--- src/rtl/regfile_wb_arbiter.sv ---
// regfile_wb_arbiter
//
// Purpose: shares the register file's single general write port and its PC
// write port between the ALU writeback source and the memory-load writeback
// source. A round-robin arbiter grants one source per cycle; the winning
// write is presented one cycle later on registered outputs. A 16-entry
// scoreboard tracks reserved destination registers and flags read-after-write
// hazards to decode.
//
// Ports:
//   clock                    system clock, rising edge
//   reset_n                  synchronous active-low reset
//   alu_valid/ready/dest/data  ALU writeback handshake (ready is combinational)
//   mem_valid/ready/dest/data  load writeback handshake (ready is combinational)
//   rsv_valid, rsv_dest      decode reserves a destination register
//   read_1..3, src1..3_add   decode source reads for hazard detection
//   write, dest_add, data_write  registered general-register write port
//   write_pc, pc_next        registered PC (R15) write port
//   busy                     scoreboard, bit n set = write to Rn pending
//   hazard                   a source being read is busy (combinational)

module regfile_wb_arbiter (
  input  logic        clock,
  input  logic        reset_n,
  input  logic        alu_valid,
  output logic        alu_ready,
  input  logic [3:0]  alu_dest,
  input  logic [31:0] alu_data,
  input  logic        mem_valid,
  output logic        mem_ready,
  input  logic [3:0]  mem_dest,
  input  logic [31:0] mem_data,
  input  logic        rsv_valid,
  input  logic [3:0]  rsv_dest,
  input  logic        read_1,
  input  logic        read_2,
  input  logic        read_3,
  input  logic [3:0]  src1_add,
  input  logic [3:0]  src2_add,
  input  logic [3:0]  src3_add,
  output logic        write,
  output logic [3:0]  dest_add,
  output logic [31:0] data_write,
  output logic        write_pc,
  output logic [31:0] pc_next,
  output logic [15:0] busy,
  output logic        hazard
);

  typedef enum logic {
    SRC_ALU = 1'b0,
    SRC_MEM = 1'b1
  } src_t;

  localparam logic [3:0] PC_REG = 4'd15;

  src_t        last;
  logic        transfer;
  logic [3:0]  win_dest;
  logic [31:0] win_data;
  logic [15:0] clear_mask;
  logic [15:0] set_mask;
  logic [15:0] busy_next;

  // Grants depend only on the two valids and the round-robin pointer. When
  // both request, the source that did not win most recently is granted.
  // Nothing is granted while reset is asserted, so a reset-cycle transfer
  // cannot happen.
  always_comb begin
    alu_ready = reset_n && alu_valid && (!mem_valid || (last == SRC_MEM));
    mem_ready = reset_n && mem_valid && (!alu_valid || (last == SRC_ALU));
  end

  // Winner selection; at most one ready is ever high.
  always_comb begin
    transfer = alu_ready || mem_ready;
    win_dest = alu_ready ? alu_dest : mem_dest;
    win_data = alu_ready ? alu_data : mem_data;
  end

  // Scoreboard next state. The write being presented this cycle retires its
  // reservation; a new reservation of the same register is newer and wins.
  always_comb begin
    clear_mask = ({16{write}} & (16'h0001 << dest_add))
               | {write_pc, 15'b0};
    set_mask   = {16{rsv_valid}} & (16'h0001 << rsv_dest);
    busy_next  = (busy & ~clear_mask) | set_mask;
  end

  // Hazard uses only the registered busy bits; no bypass of same-cycle clears.
  always_comb begin
    hazard = (read_1 && busy[src1_add])
          || (read_2 && busy[src2_add])
          || (read_3 && busy[src3_add]);
  end

  // Output stage, arbiter pointer and scoreboard. Write strobes are single
  // cycle pulses; address/data/PC registers hold until the next write that
  // targets them. R15 writes go to the PC port and leave the general port's
  // address and data untouched.
  always_ff @(posedge clock) begin
    if (!reset_n) begin
      write      <= 1'b0;
      write_pc   <= 1'b0;
      dest_add   <= 4'd0;
      data_write <= 32'd0;
      pc_next    <= 32'd0;
      busy       <= 16'h0000;
      last       <= SRC_MEM;
    end else begin
      write    <= 1'b0;
      write_pc <= 1'b0;
      busy     <= busy_next;
      if (transfer) begin
        last <= alu_ready ? SRC_ALU : SRC_MEM;
        if (win_dest == PC_REG) begin
          write_pc <= 1'b1;
          pc_next  <= win_data;
        end else begin
          write      <= 1'b1;
          dest_add   <= win_dest;
          data_write <= win_data;
        end
      end
    end
  end

endmodule

--- config.mk ---
export PLATFORM = sky130hd
export DESIGN_NAME = regfile_wb_arbiter
export DESIGN_NICKNAME = d
export VERILOG_FILES = /design/src/rtl/regfile_wb_arbiter.sv
export SDC_FILE = /design/constraint.sdc
export NUM_CORES = 1
export LEC_CHECK = 0
export CORE_MARGIN = 2
export CORE_UTILIZATION = 42
export DETAILED_ROUTE_END_ITERATION = 10
export PLACE_DENSITY = 0.79
export SYNTH_ARGS = -nofsm -noshare
export SYNTH_HDL_FRONTEND = slang
export SYNTH_SLANG_ARGS = --single-unit
--- constraint.sdc ---
create_clock -name clock -period 3.2 [get_ports clock]
set_input_delay 0.96 -clock clock [delete_from_list [all_inputs] [get_ports clock]]
set_output_delay 0.96 -clock clock [all_outputs]
set_load 0.01 [all_outputs]
## Yosys cells after proc, flatten, opt, wreduce, memory -nomap -nowiden

Cells that the tools add are included.

- Order comparisons: 3
- Equal/unequal tests: 1
- Shifts and indexed selects: 2
- Multiplexer cells: 11
- Bitwise logic cells: 8
- Reductions and logical operators: 17

Operators by type and width:

| cell | count |
|---|---|
| $and 16x16->16 | 3 |
| $mux 32 | 1 |
| $or 16x16->16 | 2 |
| $shl 1x4->16 const A | 2 |
| $not 16->16 | 1 |
| $lt 4x5->1 const B | 3 |
| $bmux 1 s4 | 3 |
| $logic_and 1x1->1 | 7 |
| $mux 1 | 6 |
| $reduce_and 2->1 | 3 |
| $logic_or 1x1->1 | 5 |
| $eq 4x4->1 const B | 1 |
| $mux 4 | 1 |
| $logic_not 1->1 | 2 |
| $not 1->1 | 2 |

- Bits in registers: 87
- Bits of input ports: 96
- Output and inout port bits: 89
- Word-level logic and storage cells: 49

## Depth between registers and ports, before layout

- Depth after elaboration: 7
- Depth in mapped cells: 8

## Worst setup path after synthesis

Ideal clock, no wire load.

- Path kind: input port to output port
- Start point: in src3_add[1]
- End point: out hazard
- Arrival: 2.187 ns
- Required time: 2.240 ns
- Slack: 0.053 ns
- Cell stages on the path: 5
- Buffers on the path: 1
- Path through: clkbuf_1 > mux4_2 > nand2b_1 > a21oi_1 > nand4_1

- Word-level cells in the longest chain between the ends: 4

Ends and longest elaborated chain:

| what | line | source |
|---|---|---|
| start, declared | 40 | `input logic [3:0] src3_add,` |
| $bmux 1 s4 | 94 | `\|\| (read_3 && busy[src3_add]);` |
| $mux 1 (implied by the code) | 94 |  |
| $logic_and 1x1->1 | 94 |  |
| $logic_or 1x1->1 | 94 |  |
| end, declared | 47 | `output logic hazard` |

No other way between the ends. The select of a mux whose other input is x is not followed.

## Final worst setup path

Same ends and word-level chain as after synthesis.

==> results.sh <==
export IMPL_yosys_warnings=0
export IMPL_cts_root_buf="clkbuf_8"
export IMPL_reg2reg_slack_ns=0.94
export IMPL_path_cells="clkbuf_4, mux4_2, nand2b_1, a21oi_2, nand4_1, buf_2"
export IMPL_worstHoldPathCells=1
export IMPL_seqPwrFrac=0.494
export IMPL_internal_power_w=0.001715
export IMPL_r2r_end="data_write[5]"
export IMPL_num_io_pins=185
export IMPL_ys_flop_type="dfxtp_1"
export IMPL_cts_tree="yes"
export IMPL_grt_max_degree=39
export IMPL_grt_pass1_vias=4078
export IMPL_dieArea_sq_um=10530
export IMPL_coreArea_sq_um=9328
export IMPL_die_x_um=102.6
export IMPL_switching_power_w=0.0006645
export IMPL_cts_buffers=9
export IMPL_timing_fmax_ghz=0.3219
export IMPL_cts_clk_slew_worst_paths_ns=0.09
export IMPL_finalHoldViolCount=0
export IMPL_drc=0
export IMPL_synth_largest_area_cell="dfxtp_1"
export IMPL_path_delay_family="multiplexers"
export IMPL_synth_cell_type_count=45
export IMPL_synth_area_leaders="dfxtp_1 (43%), o221a_2 (12%), nand2_1 (7.5%), o221a_1 (5.2%), nand3_1 (4.8%)"
export IMPL_nets=709
export IMPL_required_ns=2.24
export IMPL_p_comb_frac=0.223
export IMPL_ant_nets=0
export IMPL_die_h_um=102.6
export IMPL_hold_end="data_write[17]"
export IMPL_period_share=0.9706
export IMPL_drt_wl_total_mm=13.63
export IMPL_synth_seq_cells=87
export IMPL_critPathArrivalTime_ns=2.15
export IMPL_post_dp_hpwl_mm=10.10
export IMPL_place_congestion=0.9338
export IMPL_firstDrtPassIters=5
export IMPL_p_leak_nw=2.372
export IMPL_run_status="finished clean"
export IMPL_cp_start_kind="input port"
export IMPL_switching_share=0.2793
export IMPL_syn_inst=427
export IMPL_synth_most_common_cell="dfxtp_1"
export IMPL_slew_violations=0
export IMPL_clockBufferDepth=2
export IMPL_post_cts_buffers=0
export IMPL_post_route_min_period_ns=3.106
export IMPL_rr_startpoint="last"
export IMPL_wl_per_cell_um=18.25
export IMPL_p_total_w=0.002379
export IMPL_max_vdd_ir_drop_v=0.0002446
export IMPL_clkPwrFrac=0.283
export IMPL_final_util=0.6773
export IMPL_slowest_delay_ns=0.49
export IMPL_antenna_found_initial=0
export IMPL_crit_buf_inv=2
export IMPL_htreeDepth=3
export IMPL_cp_end_kind="primary output"
export IMPL_power_density_nw_per_um2=376.6
export IMPL_grt_total_usage=0.2518
export IMPL_synth_seq_area_share=0.4263
export IMPL_whs_ns=0.5332
export IMPL_cp_max_fo=4
export IMPL_area_growth_pct=54.64
export IMPL_skew_ns=0.006480
export IMPL_min_path_type="reg2reg"
export IMPL_grt_overflow=0
export IMPL_synthTopCellsByCount="dfxtp_1 (87), nand2_1 (82), o221a_2 (45), nand3_1 (39), o221a_1 (19)"
export IMPL_synth_nets=523
export IMPL_clock_sink_count=87
export IMPL_yosysTopAreaCellShare=0.4263
export IMPL_worst_r2r_cell_count=5
export IMPL_drt_first_iter_violations=163
export IMPL_grt_pass1_wl_mm=20.67
export IMPL_cpMaxStageDelayCell="mux4_2"
export IMPL_n_antenna_cell=0
export IMPL_setup_viol=0
export IMPL_synth_edf_count=0
export IMPL_initial_utilization=0.4380
export IMPL_drive_gt1_frac=0.2104
export IMPL_synth_area_per_cell_sq_um=9.567
export IMPL_drv_cap=0
export IMPL_vias=4211
export IMPL_path_class="in2out"
export IMPL_avgViaCountPerCell=5.637
export IMPL_rsz0062_at_grt="false"
export IMPL_io_buffers=184
export IMPL_syn_cell_area_sq_um=4085
export IMPL_async_reset_ff_frac=0
export IMPL_relSlewSlack=0.2869
export IMPL_tightest_slew_ns=1.067
export IMPL_fp_row_count=35
export IMPL_fillCellCount=739
export IMPL_fin_setup_tns_ns=0
export IMPL_min_from="data_write[17]"
export IMPL_clk_insertion_delay_late_ns=0.35
export IMPL_startpoint="src3_add[1]"
[per-layer routing]
metal  up-vias  share of wire  GRT usage
met5         -              0          0
met4         0          0.031     0.1097
met3        37          0.087    0.07729
met2       213           0.48     0.4218
met1      1970           0.40     0.2983
li1       1991              -          -
[cell type report]
type                            count  area [sq um]  area share
Multi-Input combinational cell    298          2172      0.3438
Timing Repair Buffer              213          2053      0.3250
Sequential cell                    87          1742      0.2757
Tap cell                          129         161.4     0.02555
Clock buffer                        9         123.9     0.01961
Clock inverter                      7         50.05    0.007922
Inverter                            4         15.01    0.002377
[cell usage in the layout, fill, tap and decap left out, types with 2 or more instances in the layout]
cell               n
nor2_2             2
nor2_1             3
o21ai_2            2
and3_1             2
clkinv_2           2
nand2b_1           5
nand2_1           82
o221a_1           19
a22oi_2            2
a211oi_2           2
inv_1              4
nor2b_1            7
dfxtp_1           87
mux2i_1            7
clkinv_4           2
a21oi_1           16
buf_12             2
nand3_1           39
buf_2              4
a2111oi_2          2
mux4_2             7
clkbuf_8           9
clkdlybuf4s50_1  171
nand3b_1           2
nand4_1            5
dlygate4sd2_1      4
buf_4             28
a31oi_1            5
o221a_2           45
clkinvlp_4         3
o21a_1             4
o21ai_0           17
o21ai_1            3
[flip-flops by register name, summed over array words and instances, names as in the netlist]
name	count
last	1
write	1
write_pc	1
busy	16
dest_add	4
pc_next	32
data_write	32
[kinds of logic (layout without fill, tap and decap cells)]
| group | after synthesis | in the layout | share of synthesized area |
|---|---|---|---|
| buf+inv | 42 | 233 | 0.06156 |
| flops | 87 | 87 | 0.4263 |
| mux | 15 | 15 | 0.05850 |
| simple gates | 160 | 160 | 0.1853 |
| compound gates | 123 | 123 | 0.2683 |
[repair_timing]
action	CTS	global route
endpoints found under the hold margin	0	0
pin swaps	0	3
endpoints found under the setup margin	3	1
hold buffers	0	0
gates resized for setup	38	14
[how the worst max path moves through the flow]
stage                          endpoint  cells past startpoint
final                            hazard                      6
after global routing      data_write[9]                      7
after CTS                        hazard                      7
after detailed placement         hazard                      7
after global placement           hazard                      7
after floorplan                  hazard                      5
[power groups by stage]
stage	Combinational [W]	Clock [W]	Sequential, W
6_report	0.000530	0.000674	0.00118
5_1_grt	0.000568	0.000728	0.00118
4_1_cts	0.000526	0.000683	0.00117
3_5_place_dp	0.000524	0	0.00120
3_3_place_gp	0.000514	0	0.00120
2_1_floorplan	0.000205	0	0.00121
[through the flow]
stage | setup slack [ns] | cells | cell area, sq um
floorplan | 0.05346 | 427 | 4085
finish | 0.09392 | 747 | 6317
detailed placement | -0.7897 | 731 | 6092
global placement | -0.7563 | 731 | 6092
global route | 0.05751 | 747 | 6317
CTS | 0.0002149 | 747 | 6279
No activity file was read; power rests on OpenSTA's default activity.
